`src/rtl/delay_period_monitor.sv`:
```
// ---------------------------------------------------------------------------
// delay_period_monitor
//
// Receive-side checker for the periodic strobe 'sig' from the DELAY pulse
// generator. It measures the interval between strobes and asserts 'locked'
// after LOCK_CNT consecutive good intervals. It reports early strobes and
// missing (late) strobes. After lock is lost it holds a sticky fault until
// 'clr' is asserted.
//
// Ports
//   clk          in   rising-edge clock
//   rst_n        in   asynchronous active-low reset
//   en           in   monitor enable; low holds the monitor in IDLE
//   clr          in   synchronous clear of the fault state (returns to IDLE)
//   sig          in   1-cycle strobe under test
//   locked       out  high while in LOCKED
//   fault        out  high while in FAULT
//   err_early    out  1-cycle pulse: strobe arrived before PERIOD-TOL
//   err_late     out  1-cycle pulse: no strobe by PERIOD+TOL
//   last_period  out  interval measured at the most recent strobe
//   err_cnt      out  early+late errors since reset, saturating at 255
// ---------------------------------------------------------------------------
module delay_period_monitor #(
    parameter int PERIOD   = 15001,
    parameter int TOL      = 0,
    parameter int LOCK_CNT = 4,
    parameter int CBITS    = 14
) (
    input  logic             clk,
    input  logic             rst_n,
    input  logic             en,
    input  logic             clr,
    input  logic             sig,
    output logic             locked,
    output logic             fault,
    output logic             err_early,
    output logic             err_late,
    output logic [CBITS-1:0] last_period,
    output logic [7:0]       err_cnt
);

    localparam int GBITS = $clog2(LOCK_CNT + 1);

    // Interval thresholds are held one bit wider than the counter so that
    // ival = cnt+1 never wraps.
    localparam logic [CBITS:0]   EARLY_LIM = (CBITS+1)'(PERIOD - TOL);
    localparam logic [CBITS:0]   LATE_LIM  = (CBITS+1)'(PERIOD + TOL + 1);
    localparam logic [CBITS-1:0] CNT_MAX   = '1;
    localparam logic [GBITS-1:0] LOCK_TGT  = GBITS'(LOCK_CNT);

    typedef enum logic [1:0] {
        S_IDLE,
        S_ACQ,
        S_LOCKED,
        S_FAULT
    } state_t;

    state_t           state_q, state_d;
    logic [CBITS-1:0] cnt_q, cnt_d;
    logic [GBITS-1:0] good_q, good_d;
    logic [CBITS-1:0] last_period_q, last_period_d;
    logic             err_early_q, err_early_d;
    logic             err_late_q, err_late_d;
    logic [7:0]       err_cnt_q, err_cnt_d;

    logic [CBITS:0]   ival;
    logic             is_early;
    logic             is_timeout;
    logic [GBITS-1:0] good_inc;

    assign ival       = {1'b0, cnt_q} + (CBITS+1)'(1);
    assign is_early   = (ival < EARLY_LIM);
    // A strobe landing on the threshold cycle wins, so timeout needs sig=0.
    // The equality (not >=) makes it fire once per gap while cnt runs on.
    assign is_timeout = !sig && (ival == LATE_LIM);
    assign good_inc   = good_q + GBITS'(1);

    always_comb begin
        // NOTE: every variable gets a default first so no path leaves it
        // unassigned, which would otherwise infer a latch.
        state_d       = state_q;
        cnt_d         = cnt_q;
        good_d        = good_q;
        last_period_d = last_period_q;
        err_early_d   = 1'b0;
        err_late_d    = 1'b0;
        err_cnt_d     = err_cnt_q;

        if (!en || clr) begin
            // Disable and clear both drop to IDLE and swallow any strobe.
            state_d = S_IDLE;
            cnt_d   = '0;
            good_d  = '0;
        end else begin
            if (sig)
                cnt_d = '0;
            else if (cnt_q != CNT_MAX)
                cnt_d = cnt_q + CBITS'(1);

            if (state_q == S_IDLE) begin
                // First strobe only establishes phase; no interval check.
                if (sig) begin
                    state_d = S_ACQ;
                    good_d  = '0;
                end
            end else if (sig) begin
                // A saturated counter reports the largest representable value.
                last_period_d = ival[CBITS] ? CNT_MAX : ival[CBITS-1:0];
                if (is_early) begin
                    err_early_d = 1'b1;
                    if (state_q == S_ACQ)
                        good_d = '0;
                    else if (state_q == S_LOCKED)
                        state_d = S_FAULT;
                end else if (state_q == S_ACQ) begin
                    good_d = good_inc;
                    if (good_inc == LOCK_TGT)
                        state_d = S_LOCKED;
                end
            end else if (is_timeout) begin
                err_late_d = 1'b1;
                if (state_q == S_ACQ) begin
                    state_d = S_IDLE;
                    good_d  = '0;
                end else if (state_q == S_LOCKED) begin
                    state_d = S_FAULT;
                end
            end
        end

        if ((err_early_d || err_late_d) && (err_cnt_q != 8'hFF))
            err_cnt_d = err_cnt_q + 8'd1;
    end

    // NOTE: state registers use non-blocking assignments so every flop
    // samples its _d value from before the edge, independent of order.
    always_ff @(posedge clk or negedge rst_n) begin
        if (!rst_n) begin
            state_q       <= S_IDLE;
            cnt_q         <= '0;
            good_q        <= '0;
            last_period_q <= '0;
            err_early_q   <= 1'b0;
            err_late_q    <= 1'b0;
            err_cnt_q     <= '0;
        end else begin
            state_q       <= state_d;
            cnt_q         <= cnt_d;
            good_q        <= good_d;
            last_period_q <= last_period_d;
            err_early_q   <= err_early_d;
            err_late_q    <= err_late_d;
            err_cnt_q     <= err_cnt_d;
        end
    end

    assign locked      = (state_q == S_LOCKED);
    assign fault       = (state_q == S_FAULT);
    assign err_early   = err_early_q;
    assign err_late    = err_late_q;
    assign last_period = last_period_q;
    assign err_cnt     = err_cnt_q;

endmodule

```
`config.mk`:
```
export PLATFORM = sky130hd
export DESIGN_NAME = delay_period_monitor
export DESIGN_NICKNAME = d
export VERILOG_FILES = /design/src/rtl/delay_period_monitor.sv
export SDC_FILE = /design/constraint.sdc
export NUM_CORES = 1
export LEC_CHECK = 0
export ABC_AREA = 1
export BUFFER_PORTS_ARGS = -buffer_cell sky130_fd_sc_hd__buf_4
export CAP_MARGIN = 40
export CORE_MARGIN = 10
export CORE_UTILIZATION = 38
export CTS_BUF_LIST = sky130_fd_sc_hd__clkbuf_4
export DETAILED_ROUTE_END_ITERATION = 10
export PLACE_DENSITY_LB_ADDON = 0.3
export RECOVER_POWER = 100
export SYNTH_ARGS = -nofsm -noshare
export SYNTH_HDL_FRONTEND = slang
export SYNTH_SLANG_ARGS = --single-unit
```
`constraint.sdc`:
```
create_clock -name clk -period 2 [get_ports clk]
set_clock_uncertainty 0.1 [all_clocks]
set_input_delay 0.2 -clock clk [delete_from_list [all_inputs] [get_ports clk]]
set_output_delay 0.2 -clock clk [all_outputs]
set_load 0.005 [all_outputs]
```
==> results.py, run 1 <==
metrics = {
    "outcome": {
        "status": "complete, but fails checks",
        "violations": "negative setup slack",
    },
    "logic_synthesis": {
        "netlist_area_um2": 2372,
        "ys_types": 27,
        "ys_warn_count": 0,
        "synth_seq_cells": 43,
        "ys_seq_area_frac": 0.4536,
        "synth_nets": 323,
        "synth_cells": 313,
        "synth.avg_cell_area_um2": 7.579,
    },
    "worst_setup_path": {
        "path_depth": 17,
        "crit_required_ps": 2160,
        "startpoint_type": "flop",
        "ff2ff_setup_slack_ps": -170,
        "r2r_end": "err_cnt[7]",
        "r2r-start": "cnt_q[1]",
        "rr_worst_depth": 17,
        "critPathKind": "flop to flop",
        "critPathMaxFanout": 8,
        "critPathLaunch": "cnt_q[1]",
        "critPathSlowestCell": "dfrtp_2",
        "endpoint_kind": "flop",
        "arrival_ps": 2320,
        "critical-path-max-stage-delay_ps": 470,
        "crit_family": "simple AND/OR/NAND/NOR gates",
        "cp.buffers_inverters": 2,
        "crit_chain": "ha_4 -> nand2_4 -> nor2_4 -> nand2_2 -> nand2_2 -> nand2_2 -> inv_1 -> a21oi_2 -> nand2_1 -> nand2_2 -> nand2_4 -> inv_4 -> nand2_4 -> o21ai_4 -> nand2_4 -> nand2_1 -> nand2_1",
        "endpoint": "err_cnt[7]",
    },
    "cells_and_area": {
        "finalInstanceArea_um2": 3119,
        "drive_gt1_frac": 0.3105,
        "area_delta_synth_final_pct": 31.49,
        "stdcell_count": 455,
        "diodes": 0,
        "nets": 390,
    },
    "timing": {
        "period_minus_slack_ps": 2165,
        "finalCritPeriodShare": 1.083,
        "tightest_slew_ps": 1054,
        "finalMaxSlewViolations": 0,
        "worst_hold_slack_ps": 107.1,
        "fmax_mhz": 461.9,
        "rsz0062_at_grt": "yes",
        "setup_viol": 15,
        "relSlewSlack": 0.2976,
        "hold_viol": 0,
        "timing.final.ws_setup_ps": -165.1,
    },
    "power_and_ir_drop": {
        "power_w": 0.001554,
        "p_leak_nw": 1.602,
        "power_density_nw_per_um2": 498.3,
        "vdd_drop_max_v": 0.0002815,
    },
    "routing": {
        "viasPerCell": 4.719,
        "totalWireLength_um": 5668,
        "post_drt_wl_per_cell_um": 12.46,
        "drt_iter0_markers": 53,
        "via_count": 2147,
        "first_pass_iters": 5,
        "drc_errors": 0,
        "antenna_left": 0,
    },
    "die": {
        "ios": 31,
        "chipHeight_um": 99.01,
        "die-area_um2": 9803,
        "initial_core_util": 0.3960,
        "die_x_um": 99.01,
        "core_um2": 5991,
        "rows": 28,
    },
    "clock_tree": {
        "clk_pin_slew_ps": 130,
        "clock-sinks": 43,
        "numCtsBuffers": 5,
        "clk_latency_ps": 360,
        "cts_tree": "done",
        "h-tree-depth": 2,
        "clock_path_buffers": 2,
        "cts_root_buffer": "clkbuf_4",
    },
    "placement": {
        "placed_cells": 439,
        "dpl_cell_area_um2": 2889,
        "place_congestion": 0.8406,
        "dp_hpwl_um": 4084,
        "io_buffers": 30,
    },
    "global_route": {
        "grt_pass1_wl_um": 9846,
        "gr-total-overflow": 0,
        "track_usage": 0.1192,
        "grt_pass1_vias": 2258,
        "grt_max_degree": 44,
        "antenna_found_initial": 0,
    },
    "hold_path": {
        "min_path_type": "primary input to flop",
        "min_from": "sig",
    },
    "flow_run": {
        "maxCapViolCount": 0,
    },
}
power breakdown:
group	switching (W)	internal, W	total [W]
Sequential	0.0000391	0.000913	0.000952
Clock	0.000283	0.000125	0.000408
Combinational	0.000102	0.0000927	0.000194
registers in the layout (all words and copies together) (netlist names):
register and count:
good_q 3, err_early 1, err_late 1, cnt_q 14
state_q 2, last_period 14, err_cnt 8
logic make-up after synthesis:
group,after synthesis,synth area share
and+or+nand+nor,183,0.3492
buffers and inverters,44,0.07067
DFF,43,0.4536
AOI/OAI and AO/OA,29,0.06699
xor gates and xnor gates,9,0.03323
adders and majority gates,5,0.02637
area by class of cell:
| type | count | area, um2 |
|---|---|---|
| Sequential cell | 43 | 1080 |
| Multi-Input combinational cell | 226 | 1242 |
| Clock buffer | 5 | 37.54 |
| Clock inverter | 2 | 8.758 |
| Tap cell | 75 | 93.84 |
| Fill cell | 597 | 2872 |
| Timing Repair Buffer | 66 | 511.7 |
| Inverter | 38 | 145.1 |
stage by stage:
stage | setup TNS (ps) | util | setup WS [ps]
floorplan | -239.2 | - | -30.31
global placement | -2433 | 0.4822 | -222.9
detailed placement | -3070 | 0.4822 | -278.2
CTS | -2429 | 0.5104 | -202.2
global route | -4277 | 0.5207 | -329.6
finish | -1870 | 0.5207 | -165.1
what timing repair did:
action / 4_1_cts / 5_1_grt
resized for setup: 16 / 27
pin swaps: 16 / 10
endpoints found under the setup margin: 14 / 31
hold buffers: 1 / 0
setup buffers: 7 / 1
hold endpoints to repair: 43 / 0
worst min-delay path: stages:
cell	delay, ps
buf_4	140
nand3_1	80
nand2_1	70
o21ai_1	50
cell usage after synthesis (all sizes together):
| cell type | count | share of area |
|---|---|---|
| buf | 2 | 0.0042 |
| nand4 | 3 | 0.0079 |
| xor2 | 8 | 0.030 |
| o21ai | 24 | 0.055 |
| nand3b | 3 | 0.0095 |
| clkinv | 1 | 0.0016 |
| nand3 | 30 | 0.068 |
| nor3b | 1 | 0.0032 |
| nand2 | 100 | 0.17 |
| xnor2 | 1 | 0.0037 |
| inv | 37 | 0.059 |
| o21a | 1 | 0.0032 |
| dfrtp | 43 | 0.45 |
| a21oi | 4 | 0.0084 |
| nor2 | 43 | 0.079 |
| clkbuf | 4 | 0.0063 |
| nor3 | 3 | 0.0084 |
| ha | 5 | 0.026 |
cells in the final DEF (no fill, tap or decap), drive strengths merged:
master / instances
ha: 5
xor2: 8
dfrtp: 43
nor2: 43
nand3: 30
clkinv: 3
a21oi: 4
nor3: 3
buf: 39
nand2: 100
o21a: 1
inv: 37
xnor2: 1
nand3b: 3
o21ai: 24
dlygate4sd3: 1
nor3b: 1
clkbuf: 31
nand4: 3
layer usage:
layer / track usage / part of all wire / vias to the layer above
met4: 0.04190 / 0.017 / 0
met5: 0 / 0 / -
met3: 0.03841 / 0.052 / 9
met2: 0.2044 / 0.49 / 36
li1: - / - / 1115
met1: 0.1353 / 0.44 / 987
how the worst min path moves through the flow:
stage,endpoint,depth (start not counted)
after floorplan,cnt_q[0],0
after global placement,last_period[6],1
after detailed placement,last_period[5],1
after CTS,good_q[2],4
after global routing,good_q[2],4
final,good_q[2],4
No activity file was read; power rests on OpenSTA's default activity.
==> run 2, diff against run 1 <==
--- a/config.mk
+++ b/config.mk
@@ -6,12 +6,12 @@
 export NUM_CORES = 1
 export LEC_CHECK = 0
 export ABC_AREA = 1
-export BUFFER_PORTS_ARGS = -buffer_cell sky130_fd_sc_hd__buf_4
 export CAP_MARGIN = 40
 export CORE_MARGIN = 10
-export CORE_UTILIZATION = 38
+export CORE_UTILIZATION = 30
 export CTS_BUF_LIST = sky130_fd_sc_hd__clkbuf_4
 export DETAILED_ROUTE_END_ITERATION = 10
+export DONT_BUFFER_PORTS = 1
 export PLACE_DENSITY_LB_ADDON = 0.3
 export RECOVER_POWER = 100
 export SYNTH_ARGS = -nofsm -noshare
==> constraint.sdc (replaced) <==
create_clock -name clk -period 1.9 [get_ports clk]
set_clock_uncertainty 0.1 [all_clocks]
set_input_delay 0.19 -clock clk [delete_from_list [all_inputs] [get_ports clk]]
set_output_delay 0.19 -clock clk [all_outputs]
set_load 0.005 [all_outputs]
==> results.py, run 2 (same netlist as run 1, synthesis figures left out) <==
metrics = {
    "hold_path": {
        "min_path_type": "primary input to flop",
    },
    "timing": {
        "timing.final.ws_setup_ps": -288.9,
        "finalMaxSlewViolations": 0,
        "fmax_mhz": 456.9,
        "finalCritPeriodShare": 1.152,
        "setup_viol": 15,
        "relSlewSlack": 0.2744,
        "hold_viol": 0,
        "rsz0062_at_grt": "yes",
        "tightest_slew_ps": 1088,
        "period_minus_slack_ps": 2189,
    },
    "die": {
        "initial_core_util": 0.3070,
        "die_x_um": 108.9,
        "chipHeight_um": 108.9,
        "ios": 31,
        "rows": 32,
        "die-area_um2": 11860,
        "core_um2": 7727,
    },
    "worst_setup_path": {
        "startpoint_type": "flop",
        "endpoint_kind": "flop",
        "critPathKind": "flop to flop",
        "crit_required_ps": 2090,
        "arrival_ps": 2380,
        "critPathMaxFanout": 4,
    },
    "cells_and_area": {
        "final_common_cell": "nand2_1",
        "drive_gt1_frac": 0.3052,
        "area_delta_synth_final_pct": 31.75,
        "final_util": 0.4045,
        "final_cell_mix": "76 x nand2_1, 41 x dfrtp_1, 36 x buf_4",
        "fillers": 797,
        "finalInstanceArea_um2": 3126,
        "stdcell_count": 469,
        "diodes": 0,
        "nets": 378,
    },
    "power_and_ir_drop": {
        "clkPwrFrac": 0.267,
        "power_frac_comb": 0.115,
        "swShare": 0.2695,
        "power_density_nw_per_um2": 516.1,
        "power_w": 0.001613,
        "p_int_w": 0.001178,
        "seq_power_share": 0.618,
        "vdd_drop_max_v": 0.0004344,
        "p_leak_nw": 1.555,
        "p_sw_w": 0.0004347,
    },
    "global_route": {
        "grt_pass1_wl_um": 9901,
        "track_usage": 0.1032,
        "gr-total-overflow": 0,
        "grt_pass1_vias": 2088,
        "antenna_found_initial": 0,
        "grt_max_degree": 44,
    },
    "placement": {
        "dp_hpwl_um": 4207,
        "dpl_cell_area_um2": 2810,
        "place_congestion": 0.8144,
        "placed_cells": 451,
        "io_buffers": 0,
    },
    "routing": {
        "viasPerCell": 4.475,
        "drc_errors": 0,
        "drt_iter0_markers": 56,
        "first_pass_iters": 4,
        "post_drt_wl_per_cell_um": 12.73,
        "antenna_left": 0,
        "totalWireLength_um": 5969,
        "via_count": 2099,
    },
    "clock_tree": {
        "numCtsBuffers": 5,
        "cts_tree": "done",
        "cts_root_buffer": "clkbuf_4",
        "clk_pin_slew_ps": 120,
        "clock_path_buffers": 2,
        "clk_latency_ps": 340,
        "clock-sinks": 43,
        "h-tree-depth": 2,
    },
    "outcome": {
        "violations": "negative setup slack",
        "status": "complete, but fails checks",
    },
    "flow_run": {
        "maxCapViolCount": 0,
    },
}
run 2: cell type report:
cell class / count / area (um2) / share of cell area
clock buffer: 6 / 45.04 / 0.01441
timing repair buffer: 54 / 419.2 / 0.1341
sequential: 43 / 1079 / 0.3451
tap: 102 / 127.6 / 0.04083
multi-input combinational: 226 / 1310 / 0.4191
inverter: 38 / 145.1 / 0.04644
run 2: critical path, stage by stage (launching register included):
cell and delay (ps):
dfrtp_2 430, ha_4 160, nand2_4 70, nor2_4 170, nand2_4 90, o21ai_1 130, nand2_1 70, inv_2 70
nand2_2 60, nor2_4 100, nand3_2 150, o21ai_4 240, buf_6 130, nand3b_1 90, nand2_2 80
run 2: what timing repair did:
action,CTS,global route
pin swaps,13,20
buffers inserted,7,4
hold buffers,3,0
endpoints found under the hold margin,46,0
resized for setup,19,48
setup endpoints to repair,27,34
run 2: worst paths after layout:
| check | start | end | slack (ps) | cells past startpoint |
|---|---|---|---|---|
| min in group asynchronous | rst_n | last_period[8] | 480 | 2 |
| max in group asynchronous | rst_n | cnt_q[0] | 480 | 2 |
| hold reg to reg | good_q[2] | good_q[2] | 410 | 2 |
| setup / recovery | cnt_q[0] | err_cnt[0] | -290 | 14 |
| hold / removal | sig | cnt_q[13] | 40 | 4 |
| setup reg to reg | cnt_q[0] | err_cnt[0] | -290 | 14 |
run 2: per-stage QoR:
| step | setup TNS (ps) | hold slack (ps) | setup slack, ps |
|---|---|---|---|
| 3_5_place_dp | -4681 | -204.2 | -386.6 |
| 3_3_place_gp | -4330 | -204.1 | -365.8 |
| 2_1_floorplan | -1297 | -205.6 | -130.3 |
| 4_1_cts | -3577 | 18.78 | -286.4 |
| 5_1_grt | -5907 | 20.99 | -444.6 |
| 6_report | -3315 | 38.62 | -288.9 |
run 2: power groups by stage:
stage / combinational, W / sequential (W) / clock [W]
3_3_place_gp: 0.000160 / 0.00101 / 0
5_1_grt: 0.000221 / 0.00100 / 0.000503
3_5_place_dp: 0.000165 / 0.00102 / 0
2_1_floorplan: 0.0000863 / 0.00102 / 0
4_1_cts: 0.000203 / 0.000999 / 0.000460
6_report: 0.000185 / 0.000996 / 0.000432
run 2: per-layer routing:
layer	track usage	vias up	wire length, um
met2	0.1671	25	2889
li1	-	1086	-
met4	0.01977	0	46
met1	0.1309	982	2691
met5	0	-	0
met3	0.03540	6	342
